<file path="config.mk">
export PLATFORM = sky130hd
export DESIGN_NAME = exponent_vector_seq_flat
export DESIGN_NICKNAME = d
export VERILOG_FILES = /design/src/rtl/exponent_vector_seq_pkg.sv /design/src/rtl/exponent_vector_seq_if.sv /design/src/rtl/exponent_vector_seq_collector.sv /design/src/rtl/exponent_vector_seq.sv /design/src/flat_wrapper.sv
export SDC_FILE = /design/constraint.sdc
export NUM_CORES = 1
export LEC_CHECK = 0
export ABC_CLOCK_PERIOD_IN_PS = 2100
export BUFFER_PORTS_ARGS = -buffer_cell sky130_fd_sc_hd__buf_4
export CAP_MARGIN = 20
export CORE_MARGIN = 2
export CORE_UTILIZATION = 45
export DETAILED_ROUTE_END_ITERATION = 6
export PLACE_DENSITY = 0.67
export RECOVER_POWER = 100
export SYNTH_ARGS = -nofsm -noshare
export SYNTH_HDL_FRONTEND = slang
export SYNTH_SLANG_ARGS = --single-unit
</file>
<file path="constraint.sdc">
create_clock -name clk -period 2.1 [get_ports clk]
set_input_delay 0.315 -clock clk [delete_from_list [all_inputs] [get_ports clk]]
set_output_delay 0.315 -clock clk [all_outputs]
set_load 0.02 [all_outputs]
</file>
<file path="src/rtl/exponent_vector_seq_pkg.sv">
// Shared types and helpers for the time-multiplexed exponent vector controller.
// Holds the controller state encoding, default timing constants and the index-width helper.
package exp_vec_pkg;

    typedef enum logic [2:0] {
        FLUSH = 3'd0,
        IDLE  = 3'd1,
        ISSUE = 3'd2,
        WAIT  = 3'd3,
        DONE  = 3'd4
    } state_e;

    localparam int DEF_LAT     = 8;
    localparam int DEF_TIMEOUT = 64;

    // Counters that must also hold the terminal value n need $clog2(n+1) bits.
    function automatic int idx_w(input int n);
        return (n < 1) ? 1 : $clog2(n + 1);
    endfunction

endpackage

</file>
<file path="src/rtl/exponent_vector_seq_if.sv">
// Bundle of the vector-side handshakes and the shared exponent core strobes.
interface exponent_vector_seq_if #(
    parameter int BITS = 16,
    parameter int N    = 3
);
    // Handshake rule for in_* and out_*: a transfer happens on a rising clk edge
    // where valid && ready; once raised, valid and its data hold until that edge,
    // and valid never waits on ready. The core side has no ready: strobes are final.
    logic                      in_valid;
    logic                      in_ready;
    logic [N-1:0][BITS-1:0]    a;
    logic                      out_valid;
    logic                      out_ready;
    logic [N-1:0][BITS-1:0]    c;
    logic                      ex_in_valid;
    logic [BITS-1:0]           ex_a;
    logic                      ex_out_valid;
    logic [BITS-1:0]           ex_c;

    modport slave (
        input  in_valid, a, out_ready, ex_out_valid, ex_c,
        output in_ready, out_valid, c, ex_in_valid, ex_a
    );

    modport master (
        output in_valid, a, out_ready, ex_out_valid, ex_c,
        input  in_ready, out_valid, c, ex_in_valid, ex_a
    );

endinterface

</file>
<file path="src/rtl/exponent_vector_seq_collector.sv">
// In-order result collector: writes core results into res[ret_idx] while enabled,
// flags completion after the Nth capture, and exposes the next-state register file.
module exp_result_collector
    import exp_vec_pkg::*;
#(
    parameter int BITS = 16,
    parameter int N    = 3
) (
    input  logic                   clk,
    input  logic                   rst,
    input  logic                   clear,
    input  logic                   en,
    input  logic                   ex_out_valid,
    input  logic [BITS-1:0]        ex_c,
    output logic [N-1:0][BITS-1:0] res_d,
    output logic                   last,
    output logic                   full
);

    localparam int IW = idx_w(N);

    logic [IW-1:0]          ret_idx;
    logic [N-1:0][BITS-1:0] res;
    logic                   capture;

    assign capture = en && ex_out_valid && !full;
    assign last    = capture && (ret_idx == IW'(N - 1));

    // res_d lets the parent register the vector on the same edge the last result lands.
    always_comb begin
        res_d = res;
        if (capture) begin
            res_d[ret_idx] = ex_c;
        end
    end

    always_ff @(posedge clk) begin
        if (rst || clear) begin
            ret_idx <= '0;
            res     <= '0;
            full    <= 1'b0;
        end else begin
            res <= res_d;
            if (capture) begin
                ret_idx <= ret_idx + IW'(1);
            end
            if (last) begin
                full <= 1'b1;
            end
        end
    end

endmodule

</file>
<file path="src/rtl/exponent_vector_seq.sv">
// Time-multiplexed N-element exponent controller feeding one shared pipelined core.
// Optional watchdog on the WAIT state is enabled with macro EXPV_TIMEOUT_EN.
module exponent_vector_seq
    import exp_vec_pkg::*;
#(
    parameter int BITS      = 16,
    parameter     PRECISION = "HALF",
    parameter int N         = 3,
    parameter int LAT       = DEF_LAT,
    parameter int TIMEOUT   = DEF_TIMEOUT
) (
    input  logic                 clk,
    input  logic                 rst,
    exponent_vector_seq_if.slave bus,
    output logic                 busy,
    output logic                 err,
    output logic [2:0]           dbg_state
);

    localparam int IW = idx_w(N);
    localparam int FW = idx_w(LAT);

    localparam logic [2:0] ST_FLUSH = FLUSH;
    localparam logic [2:0] ST_IDLE  = IDLE;
    localparam logic [2:0] ST_ISSUE = ISSUE;
    localparam logic [2:0] ST_WAIT  = WAIT;
    localparam logic [2:0] ST_DONE  = DONE;

    // Degenerate configurations elaborate to nothing useful; keep them visible by name.
    if (N < 1 || LAT < 1 || TIMEOUT < 1 || (PRECISION == "HALF" && BITS != 16)) begin : g_bad_cfg
    end

    logic [2:0]             state;
    logic [IW-1:0]          issue_idx;
    logic [FW-1:0]          flush_cnt;
    logic [N-1:0][BITS-1:0] op;
    logic [N-1:0][BITS-1:0] c_q;
    logic [N-1:0][BITS-1:0] res_d;
    logic                   coll_last;
    logic                   coll_full;
    logic                   complete;
    logic                   last_issue;
    logic                   wd_expire;

    assign bus.in_ready    = (state == ST_IDLE);
    assign bus.out_valid   = (state == ST_DONE);
    assign bus.ex_in_valid = (state == ST_ISSUE);
    assign bus.ex_a        = (state == ST_ISSUE) ? op[issue_idx] : '0;
    assign bus.c           = c_q;
    assign busy            = (state != ST_IDLE);
    assign dbg_state       = state;

    assign last_issue = (state == ST_ISSUE) && (issue_idx == IW'(N - 1));
    assign complete   = coll_full || coll_last;

    exp_result_collector #(
        .BITS (BITS),
        .N    (N)
    ) u_collector (
        .clk          (clk),
        .rst          (rst),
        .clear        (bus.in_valid && bus.in_ready),
        .en           ((state == ST_ISSUE) || (state == ST_WAIT)),
        .ex_out_valid (bus.ex_out_valid),
        .ex_c         (bus.ex_c),
        .res_d        (res_d),
        .last         (coll_last),
        .full         (coll_full)
    );

`ifdef EXPV_TIMEOUT_EN
    localparam int WW = idx_w(TIMEOUT);

    logic [WW-1:0] wd_cnt;
    logic          err_q;

    assign wd_expire = (state == ST_WAIT) && (wd_cnt == WW'(TIMEOUT - 1)) && !complete;
    assign err       = err_q;

    always_ff @(posedge clk) begin
        if (rst || state != ST_WAIT) begin
            wd_cnt <= '0;
        end else begin
            wd_cnt <= wd_cnt + WW'(1);
        end
    end

    always_ff @(posedge clk) begin
        if (rst) begin
            err_q <= 1'b0;
        end else if (wd_expire) begin
            err_q <= 1'b1;
        end
    end
`else
    assign wd_expire = 1'b0;
    assign err       = 1'b0;
`endif

    always_ff @(posedge clk) begin
        if (rst) begin
            state     <= ST_FLUSH;
            flush_cnt <= '0;
            issue_idx <= '0;
            op        <= '0;
            c_q       <= '0;
        end else begin
            case (state)
                // The core has no reset; anything it emits here is stale and ignored.
                ST_FLUSH: begin
                    if (flush_cnt == FW'(LAT - 1)) begin
                        flush_cnt <= '0;
                        state     <= ST_IDLE;
                    end else begin
                        flush_cnt <= flush_cnt + FW'(1);
                    end
                end
                ST_IDLE: begin
                    if (bus.in_valid) begin
                        op        <= bus.a;
                        issue_idx <= '0;
                        state     <= ST_ISSUE;
                    end
                end
                ST_ISSUE: begin
                    issue_idx <= issue_idx + IW'(1);
                    if (last_issue) begin
                        if (complete) begin
                            c_q   <= res_d;
                            state <= ST_DONE;
                        end else begin
                            state <= ST_WAIT;
                        end
                    end
                end
                ST_WAIT: begin
                    if (complete || wd_expire) begin
                        c_q   <= res_d;
                        state <= ST_DONE;
                    end
                end
                ST_DONE: begin
                    if (bus.out_ready) begin
                        state <= ST_IDLE;
                    end
                end
                default: begin
                    state <= ST_FLUSH;
                end
            endcase
        end
    end

endmodule

</file>
<file path="src/flat_wrapper.sv">
// flat-port wrapper written by rule: the top's interface ports become plain ports
module exponent_vector_seq_flat import exp_vec_pkg::*;
#(
    parameter int BITS      = 16,
    parameter     PRECISION = "    ",
    parameter int N         = 3,
    parameter int LAT       = DEF_LAT,
    parameter int TIMEOUT   = DEF_TIMEOUT
)
  (clk, rst, busy, err, dbg_state, bus_in_valid, bus_a, bus_out_ready, bus_ex_out_valid, bus_ex_c, bus_in_ready, bus_out_valid, bus_c, bus_ex_in_valid, bus_ex_a);
  exponent_vector_seq_if #(.BITS(BITS), .N(N)) bus_i ();
  input  logic clk;
  input  logic rst;
  output logic busy;
  output logic err;
  output logic [2:0] dbg_state;
  input wire logic [$bits(bus_i.in_valid)-1:0] bus_in_valid;
  input wire logic [$bits(bus_i.a)-1:0] bus_a;
  input wire logic [$bits(bus_i.out_ready)-1:0] bus_out_ready;
  input wire logic [$bits(bus_i.ex_out_valid)-1:0] bus_ex_out_valid;
  input wire logic [$bits(bus_i.ex_c)-1:0] bus_ex_c;
  output wire logic [$bits(bus_i.in_ready)-1:0] bus_in_ready;
  output wire logic [$bits(bus_i.out_valid)-1:0] bus_out_valid;
  output wire logic [$bits(bus_i.c)-1:0] bus_c;
  output wire logic [$bits(bus_i.ex_in_valid)-1:0] bus_ex_in_valid;
  output wire logic [$bits(bus_i.ex_a)-1:0] bus_ex_a;
  assign bus_i.in_valid = bus_in_valid;
  assign bus_i.a = bus_a;
  assign bus_i.out_ready = bus_out_ready;
  assign bus_i.ex_out_valid = bus_ex_out_valid;
  assign bus_i.ex_c = bus_ex_c;
  assign bus_in_ready = bus_i.in_ready;
  assign bus_out_valid = bus_i.out_valid;
  assign bus_c = bus_i.c;
  assign bus_ex_in_valid = bus_i.ex_in_valid;
  assign bus_ex_a = bus_i.ex_a;
  exponent_vector_seq #(.BITS(BITS), .PRECISION(PRECISION), .N(N), .LAT(LAT), .TIMEOUT(TIMEOUT)) u_core (.clk(clk), .rst(rst), .bus(bus_i), .busy(busy), .err(err), .dbg_state(dbg_state));
endmodule
</file>
==> reports/results.txt, run 1 <==
Yosys warnings - 0
Pre-CTS WS - 0.143 ns
Vias/cell - 5.12
FF+latch area - 3130 um2
Largest net degree at the start of global routing - 65
Final critical-path share of the clock period - 96.3%
Main synth FF type - dfxtp_1
Share of layout cells above drive strength 1 - 25.9%
Min cycle time layout - 2.02 ns
Mapped Nets - 752
Mapped cell area - 6450 um2
Clock Skews - 0.0113 ns
Fill cell count - 1303
Unrepaired setup endpoints after global routing - false
Routed WL - 15.0 mm
Status - finished, final reports clean
P_leak - 3.11 nW
Starting density of the core - 46.3%
Vias in the first global route - 4930
Wire per inst - 15.1 um
Final Hold Violating Endpoints - 0
# setup viols final - 0
HPWL after DPL - 10.2 mm
Final setup margin - 0.0784 ns
Distinct cells, synth - 43
Sequential share of the synthesized area - 48.4%
Initial antenna violation count - 0
Via Count - 5076
Worst Path Arrival - 1.71 ns
Slew @ Worst Pin - 0.688 ns
Die Area - 15300 um2
Die W - 124 um
Synth area leader - dfxtp_1
All-layer global routing usage - 20.0%
Sink Count - 156
TritonCTS clock tree - done
Yosys top cell area share - 48.4%
PwrDens - 781 nW/um2
Drc violations - 0
CTS root buffer - clkbuf_16
Multi-input combinational cell area - 2880 um2
Count leader, synth - dfxtp_1
Crit path required time - 1.78 ns
Max Fclk - 495 MHz
H-tree Lvls - 4
Die Span Y - 124 um
Io pins - 141
Max-cap violations - 0
Reg clk slew, reported paths - 0.06 ns
Design Power - 0.00610 W
CTS max path bufs - 2
Inserted Diodes - 0
Fin nets - 874
Max Slew Vio Count - 0
Commonest cells post-synth - 156 x dfxtp_1, 122 x nor2_1, 103 x nand2_1
DR pass1 iterations - 4
Main area contributors after synthesis - dfxtp_1 48%, a211oi_2 9.3%, mux2i_1 8.4%
VDD IR max - 0.514 mV
Startpoint Class - flop
Mapped Cells - 678
Global-route wire length before repair - 23.8 mm
Core area - 13900 um2
Clk Latency, worst-skew pair - 0.42 ns
Min-delay worst type - in -> reg
Post-synth EDFFs - 0
I/O Buffers - 139
Fraction of registers with async set/reset - 0%
Critical Path End Type - output port
Slew margin rel. - 54.2%
Gpl congestion - 0.863
FP Rows - 43
Synth-to-Final Area Change - 21.1%
Grt ovf - 0
Drt initial violations - 248
Critical path class - reg -> out
Post-synthesis register bit count - 156
CP Max Fanout - 21
Final antenna-violating net count - 0
Syn avg cell area - 9.52 um2
Cts bufs inserted - 17
==> sequential cells by signal (all words and copies together) (netlist names) <==
register,cells
u_core.op,48
u_core.dbg_state,3
u_core.flush_cnt,4
u_core.u_collector.ret_idx,2
u_core.bus.c,48
u_core.issue_idx,2
u_core.u_collector.full,1
u_core.u_collector.res,48
==> final cells by class <==
cell class / count / share of cell area [%]
clock buffers: 21 / 6.02
repair buffers: 155 / 12.7
flip-flops and latches: 156 / 40.0
clock inverters: 10 / 1.17
well taps: 180 / 2.88
multi-input cells: 464 / 36.9
inverters: 6 / 0.288
==> report_power, final <==
group	switching [W]	leakage, nW	internal (W)	total, W
sequential	0.0000109	1.26	0.00297	0.00299
combinational	0.000125	1.57	0.000111	0.000237
clock	0.00117	0.275	0.00171	0.00288
==> worst paths after layout <==
path                                                            startpoint                             to  slack (ns)  cells past startpoint
worst min register to register                  u_core.op[32]$_SDFFE_PP0P_     u_core.op[32]$_SDFFE_PP0P_        0.46                      2
worst max-delay path                      u_core.dbg_state[1]$_SDFFE_PP0P_                   bus_ex_a[13]        0.08                      3
worst min-delay path                                             bus_a[16]     u_core.op[16]$_SDFFE_PP0P_        0.14                      3
worst max register to register  u_core.u_collector.ret_idx[0]$_SDFFE_PP0P_  u_core.bus.c[14]$_SDFFE_PP0P_        0.19                      8
==> layout by cell type (no fill, tap or decap), drive strengths merged, types with 2 or more instances in the layout <==
cell type    n
clkbuf      84
nor3         3
nor2       140
clkinv       6
mux2i       65
buf         92
a21oi       69
nand4        2
dfxtp      156
nand2      106
nor3b        3
nand2b       3
a31oi        2
a211oi      48
clkinvlp     2
ha           5
inv          7
==> through the flow <==
| step | cells | setup TNS, ns | cell area (um2) | hold WS [ns] | util, % |
|---|---|---|---|---|---|
| 6_report | 992 | 0 | 7810 | 0.140 | 56.1 |
| 5_1_grt | 992 | 0 | 7810 | 0.133 | 56.1 |
| 4_1_cts | 992 | -0.0152 | 8160 | 0.132 | 58.6 |
| 3_5_place_dp | 961 | 0 | 7590 | 0.447 | 54.5 |
| 3_3_place_gp | 961 | 0 | 7590 | 0.441 | 54.5 |
| 2_1_floorplan | 678 | 0 | 6450 | 0.436 | - |
==> cells by family after synthesis <==
group | after synthesis | synth area share (%)
AOI/OAI and AO/OA | 125 | 15.6
DFF | 156 | 48.4
muxes | 66 | 10.9
and+or+nand+nor | 265 | 18.0
xor gates and xnor gates | 2 | 0.272
other | 1 | 0.0581
adders and majority gates | 5 | 0.970
buffers and inverters | 58 | 5.82
==> timing repair <==
item,in CTS,in global routing
setup endpoints to repair,17,15
hold endpoints to repair,0,0
hold buffers,0,0
gates resized for setup,3,4
buffers inserted,0,0
==> worst max-delay path, cell delays in order, from the launching register on <==
cell and delay, ns:
dfxtp_2 0.41, or3b_4 0.53, nor2_1 0.18, buf_4 0.16
==> layer usage <==
| layer | wire length [um] | global-route usage [%] | up-vias | share of wire [%] |
|---|---|---|---|---|
| met5 | 0 | 0 | - | 0 |
| met4 | 343 | 8.66 | 0 | 2.3 |
| met3 | 1020 | 4.90 | 22 | 6.8 |
| met2 | 7310 | 33.7 | 149 | 49 |
| met1 | 6310 | 24.3 | 2396 | 42 |
| li1 | - | - | 2509 | - |
Power figures use the tool's default switching activity.
==> run 2, diff against run 1 <==
- ABC_CLOCK_PERIOD_IN_PS: 2100 -> 2200
- PLACE_DENSITY: 0.67 -> default
- PLACE_DENSITY_LB_ADDON: default -> 0.15
- clock period: 2.1 -> 2.2 ns (I/O delays scaled with it)
==> run 2 against run 1 <==
Worst setup slack improved by 0.035 ns. Count of clock-buffer cells in the layout increased by 1. Sequential cell count unchanged. Largest cell class unchanged. Sequential share of layout area increased by 0.59 points. Sequential power decreased by 5%. Register-to-register slack about the same.
==> reports/results.txt, run 2 (synthesis results as in run 1) <==
Status - finished, final reports clean (unchanged)
Most frequent cells in the layout - 154 x dfxtp_1, 122 x nor2_1, 103 x nand2_1, 75 x buf_4, 69 x a21oi_1 (was 154 x dfxtp_1, 121 x nor2_1, 103 x nand2_1, 87 x buf_4, 68 x a21oi_1)
Family with the most delay on the worst path - simple AND/OR/NAND/NOR gates (unchanged)
Die Area - 15300 um2 (unchanged)
R2R Path End - u_core.bus.c[47]$_SDFFE_PP0P_ (was u_core.bus.c[14]$_SDFFE_PP0P_)
Cts bufs inserted - 17 (unchanged)
Worst path depth - 3 (unchanged)
H-tree Lvls - 4 (unchanged)
Slew margin rel. - 44.2% (was 54.2%)
Cts hold-fix bufs - 0 (unchanged)
Global-route wire length before repair - 23.4 mm (was 23.8 mm)
Worst Setup SP - u_core.dbg_state[1]$_SDFFE_PP0P_ (unchanged)
Worst r2r src - u_core.dbg_state[2]$_SDFFE_PP0P_ (was u_core.u_collector.ret_idx[0]$_SDFFE_PP0P_)
CP max-delay cell - or3b_4 (unchanged)
CTS max path bufs - 2 (unchanged)
CP peak stage delay - 0.54 ns (was 0.53 ns)
Drc violations - 0 (unchanged)
Max Slew Vio Count - 0 (unchanged)
Final Hold Violating Endpoints - 0 (unchanged)
Synth-to-Final Area Change - 19.3% (was 21.1%)
Min-delay worst type - in -> reg (unchanged)
Leading cell type in the layout, fill and taps excluded - dfxtp_1 (unchanged)
Die Span Y - 124 um (unchanged)
Fin cells - 989 (was 992)
CP bufs+invs - 1 (unchanged)
Reg2Reg Depth - 5 (was 8)
Vias/cell - 5.07 (was 5.12)
Fin nets - 873 (was 874)
Startpoint Class - flop (unchanged)
Unrepaired setup endpoints after global routing - false (unchanged)
Initial antenna violation count - 0 (unchanged)
Max Fclk - 479 MHz
Wire per inst - 15.1 um (about the same)
Crit path required time - 1.87 ns (was 1.78 ns)
Grt ovf - 0 (unchanged)
Share of layout cells above drive strength 1 - 23.9% (was 25.9%)
TritonCTS clock tree - done (unchanged)
Via Count - 5011 (was 5076)
Reg clk slew, reported paths - 0.06 ns (about the same)
Final antenna-violating net count - 0 (unchanged)
CTS root buffer - clkbuf_16 (unchanged)
Vias in the first global route - 4873 (was 4930)
Hold WS - 0.155 ns (was 0.140 ns)
Clock Skews - 0.00580 ns (was 0.0113 ns)
Design Power - 0.00572 W (was 0.00610 W)
Gpl congestion - 0.831 (was 0.863)
Pre-CTS WS - 0.173 ns (was 0.143 ns)
CP endpoint - bus_ex_a[10] (was bus_ex_a[13])
Final setup margin - 0.113 ns (was 0.0784 ns)
DR pass1 iterations - 4 (unchanged)
Routed WL - 14.9 mm (was 15.0 mm)
Inserted Diodes - 0 (unchanged)
TNS Setup - 0 ns (unchanged)
VDD IR max - 0.594 mV (was 0.514 mV)
Critical path class - reg -> out (unchanged)
Setup Fix Bufs, Post-CTS - 0 (unchanged)
I/O Buffers - 139 (unchanged)
Final critical-path share of the clock period - 94.9%
Max-cap violations - 0 (unchanged)
Multi-input combinational cell area - 2860 um2 (was 2880 um2)
FP Rows - 43 (unchanged)
Core area - 13900 um2 (unchanged)
PwrDens - 743 nW/um2 (was 781 nW/um2)
Sink Count - 156 (unchanged)
Largest net degree at the start of global routing - 52 (was 65)
Die W - 124 um (unchanged)
Clk Latency, worst-skew pair - 0.42 ns (about the same)
# setup viols final - 0 (unchanged)
Placed insts - 960 (was 961)
All-layer global routing usage - 19.9% (was 20.0%)
Min cycle time layout - 2.09 ns
Io pins - 141 (unchanged)
Flop2flop setup slack - 0.19 ns (about the same)
Worst Path Arrival - 1.76 ns (was 1.71 ns)
HPWL after DPL - 10.3 mm (was 10.2 mm)
FF+latch area - 3130 um2 (unchanged)
Fill cell count - 1314 (was 1303)
Drt initial violations - 268 (was 248)
Critical Path End Type - output port (unchanged)
Slew @ Worst Pin - 0.837 ns (was 0.688 ns)
Starting density of the core - 46.3% (unchanged)
CP Cell Sequence - or3b_4 -> nor2_1 -> clkbuf_2 (was or3b_4 -> nor2_1 -> buf_4)
CP Max Fanout - 21 (unchanged)
P_leak - 3.03 nW (was 3.11 nW)
run 2: layer usage:
layer | routed length, um | global-route usage (%) | vias up
met5 | 0 | 0 | -
met4 | 348 | 9.87 | 0
met3 | 854 | 4.49 | 24
met2 | 7040 | 32.7 | 137
met1 | 6680 | 24.4 | 2339
li1 | - | - | 2511
run 2: power breakdown:
part / leakage (nW) / switching (W) / internal (W)
Sequential: 1.26 / 0.0000108 / 0.00284
Clock: 0.252 / 0.00109 / 0.00156
Combinational: 1.52 / 0.000119 / 0.000106
run 2: tightest hold or removal path, cell delays in order:
cell and delay (ns):
buf_4 0.11, nand2_1 0.04, a21oi_1 0.05
run 2: layout make-up:
type	count	share of cell area, %
flip-flops and latches	156	40.6
repair buffers	154	12.3
clock inverters	7	0.894
clock buffers	22	5.90
well taps	180	2.93
multi-input cells	464	37.1
inverters	6	0.293
run 2: per-stage QoR:
stage                     util [%]  instance area [um2]
final                         55.2                 7700
after global routing          55.2                 7700
after CTS                     58.0                 8080
after global placement        54.2                 7550
after detailed placement      54.2                 7550
after floorplan                  -                 6450
run 2: how the worst min path moves through the flow:
stage	slack (ns)	end	cells after the start	startpoint
6_report	0.16	u_core.op[6]$_SDFFE_PP0P_	3	bus_a[6]
4_1_cts	0.14	u_core.op[6]$_SDFFE_PP0P_	3	bus_a[6]
3_5_place_dp	0.45	u_core.op[8]$_SDFFE_PP0P_	2	u_core.op[8]$_SDFFE_PP0P_
2_1_floorplan	0.44	u_core.op[0]$_SDFFE_PP0P_	2	u_core.op[0]$_SDFFE_PP0P_
5_1_grt	0.15	u_core.op[6]$_SDFFE_PP0P_	3	bus_a[6]
3_3_place_gp	0.44	u_core.op[46]$_SDFFE_PP0P_	2	u_core.op[46]$_SDFFE_PP0P_
run 2: repair_timing:
item / in CTS / in global routing
pin swaps: 0 / 0
resized for setup: 3 / 5
setup endpoints to repair: 17 / 14
==> run 3, diff against run 2 <==
- CORE_UTILIZATION: 45 -> 51
- MAX_ROUTING_LAYER: default -> met4
==> run 3 against run 2 <==
Sequential share of layout area down 0.18 points. Clock power down 2%. Cell area up 0.46%. Sequential cell count unchanged. Hold slack about the same. Core utilization up 6.8 points. Largest cell class unchanged. Global-route usage up 2.5 points. Sequential power about the same. Combinational power about the same. Worst setup slack worse by 0.014 ns. Highest routed layer unchanged. Count of clock-buffer cells in the layout up 2. Critical endpoint is now bus_ex_in_valid.
==> reports/results.txt, run 3 (synthesis results as in run 1) <==
Crit path required time - 1.87 ns (about the same)
Hold-critical path depth - 3 (unchanged)
PwrDens - 733 nW/um2 (was 743 nW/um2)
Setup Fix Bufs, Post-CTS - 0 (unchanged)
Routed WL - 14.4 mm (was 14.9 mm)
Max Slew Vio Count - 0 (unchanged)
FF+latch area - 3130 um2 (unchanged)
Grt ovf - 0 (unchanged)
VDD IR max - 0.443 mV (was 0.594 mV)
Status - finished, final reports clean (unchanged)
CTS root buffer - clkbuf_16 (unchanged)
Fin nets - 872 (was 873)
Die Area - 13600 um2 (was 15300 um2)
Final critical-path share of the clock period - 95.5% (was 94.9%)
Min cycle time layout - 2.10 ns (was 2.09 ns)
HPWL after DPL - 9.74 mm (was 10.3 mm)
Reg clk slew, reported paths - 0.06 ns (about the same)
P_leak - 3.04 nW (was 3.03 nW)
H-tree Lvls - 4 (unchanged)
Gpl congestion - 0.878 (was 0.831)
Starting density of the core - 51.8% (was 46.3%)
Vias/cell - 5.12 (was 5.07)
Slew @ Worst Pin - 0.613 ns (was 0.837 ns)
CP peak stage delay - 0.53 ns (was 0.54 ns)
Die Span Y - 116 um (was 124 um)
Leading cell type in the layout, fill and taps excluded - dfxtp_1 (unchanged)
Initial antenna violation count - 0 (unchanged)
CTS max path bufs - 2 (unchanged)
Min-delay worst type - in -> reg (unchanged)
Max-cap violations - 0 (unchanged)
Die W - 116 um (was 124 um)
Global-route wire length before repair - 22.9 mm (was 23.4 mm)
Final antenna-violating net count - 0 (unchanged)
Clk Latency, worst-skew pair - 0.42 ns (about the same)
Placed insts - 951 (was 960)
Io pins - 141 (unchanged)
TNS Setup - 0 ns (unchanged)
Multi-input combinational cell area - 2870 um2 (was 2860 um2)
Drt initial violations - 218 (was 268)
CP max-delay cell - or3b_4 (unchanged)
Clock Skews - 0.00705 ns (was 0.00580 ns)
Reg2Reg Depth - 5 (unchanged)
Cts bufs inserted - 17 (unchanged)
Inserted Diodes - 0 (unchanged)
DR pass1 iterations - 4 (unchanged)
Share of layout cells above drive strength 1 - 24.3% (was 23.9%)
Core area - 12500 um2 (was 13900 um2)
Most frequent cells in the layout - 154 x dfxtp_1, 121 x nor2_1, 103 x nand2_1, 77 x buf_4, 69 x a21oi_1 (was 154 x dfxtp_1, 122 x nor2_1, 103 x nand2_1, 75 x buf_4, 69 x a21oi_1)
Startpoint Class - flop (unchanged)
FP Rows - 41 (was 43)
Fin cells - 982 (was 989)
Critical Path End Type - output port (unchanged)
Cts hold-fix bufs - 0 (unchanged)
Synth-to-Final Area Change - 19.9% (was 19.3%)
Drc violations - 0 (unchanged)
Critical path class - reg -> out (unchanged)
Slew margin rel. - 59.0% (was 44.2%)
Largest net degree at the start of global routing - 52 (unchanged)
Via Count - 5030 (was 5011)
Max Fclk - 476 MHz (was 479 MHz)
Final Hold Violating Endpoints - 0 (unchanged)
TritonCTS clock tree - done (unchanged)
# setup viols final - 0 (unchanged)
Unrepaired setup endpoints after global routing - false (unchanged)
CP Cell Sequence - or3b_4 -> inv_1 -> clkbuf_1 (was or3b_4 -> nor2_1 -> clkbuf_2)
Sink Count - 156 (unchanged)
Wire per inst - 14.7 um (was 15.1 um)
All-layer global routing usage - 22.3% (was 19.9%)
Fill cell count - 1120 (was 1314)
I/O Buffers - 139 (unchanged)
Worst Path Arrival - 1.77 ns (was 1.76 ns)
CP Max Fanout - 21 (unchanged)
Vias in the first global route - 4816 (was 4873)
-- run 3: changes by cell type in the layout (fill, tap and decap cells not counted), sizes merged --
cell	delta
buf	+3
bufinv	-1
clkbuf	-2
clkinv	+3
clkinvlp	-1
inv	-1
-- run 3: stage by stage --
step	power (W)	area (um2)	util [%]	setup slack (ns)	hold slack (ns)
CTS	0.00571	8070	64.7	0.0196	0.143
global placement	0.00314	7540	60.5	0.298	0.442
floorplan	0.00300	6450	-	0.242	0.436
detailed placement	0.00314	7540	60.5	0.242	0.446
finish	0.00567	7730	62.0	0.0993	0.155
global route	0.00585	7730	62.0	0.0359	0.144
-- run 3: repair_timing --
| action | in CTS | in global routing |
|---|---|---|
| resized for setup | 2 | 4 |
| cloned | 0 | 0 |
| setup endpoints to repair | 17 | 17 |
-- run 3: final timing paths --
path | start | slack (ns) | to
max | u_core.dbg_state[1]$_SDFFE_PP0P_ | 0.1 | bus_ex_in_valid
min reg2reg | u_core.op[2]$_SDFFE_PP0P_ | 0.45 | u_core.op[2]$_SDFFE_PP0P_
max reg2reg | u_core.dbg_state[2]$_SDFFE_PP0P_ | 0.17 | u_core.bus.c[14]$_SDFFE_PP0P_
min | bus_a[16] | 0.15 | u_core.op[16]$_SDFFE_PP0P_
-- run 3: per-layer routing --
metal | part of all wire (%) | up-vias | GRT usage, %
met5 | 0 | - | -
met4 | 2.5 | 0 | 10.0
met3 | 4.8 | 31 | 4.51
met2 | 49 | 139 | 36.6
met1 | 44 | 2352 | 26.7
li1 | - | 2508 | -
-- run 3: final cells by class --
cell class	instances	area share, %
Clock buffer	24	6.23
Clock inverter	7	0.534
Inverter	6	0.291
Multi-Input combinational cell	464	37.1
Sequential cell	156	40.4
Tap cell	172	2.78
Timing Repair Buffer	153	12.6
-- run 3: power by group --
part	switching, W	total, W	internal (W)	leakage [nW]
logic	0.000117	0.000225	0.000109	1.52
clock network	0.00108	0.00259	0.00152	0.260
registers	0.0000103	0.00285	0.00284	1.26
total	0.00121	0.00567	0.00446	3.04
-- run 3: critical path, delay by kind of cell (launching register included) --
family	cells	cell delay, ns
buffers and inverters	2	0.39
DFF	1	0.42
and+or+nand+nor	1	0.53
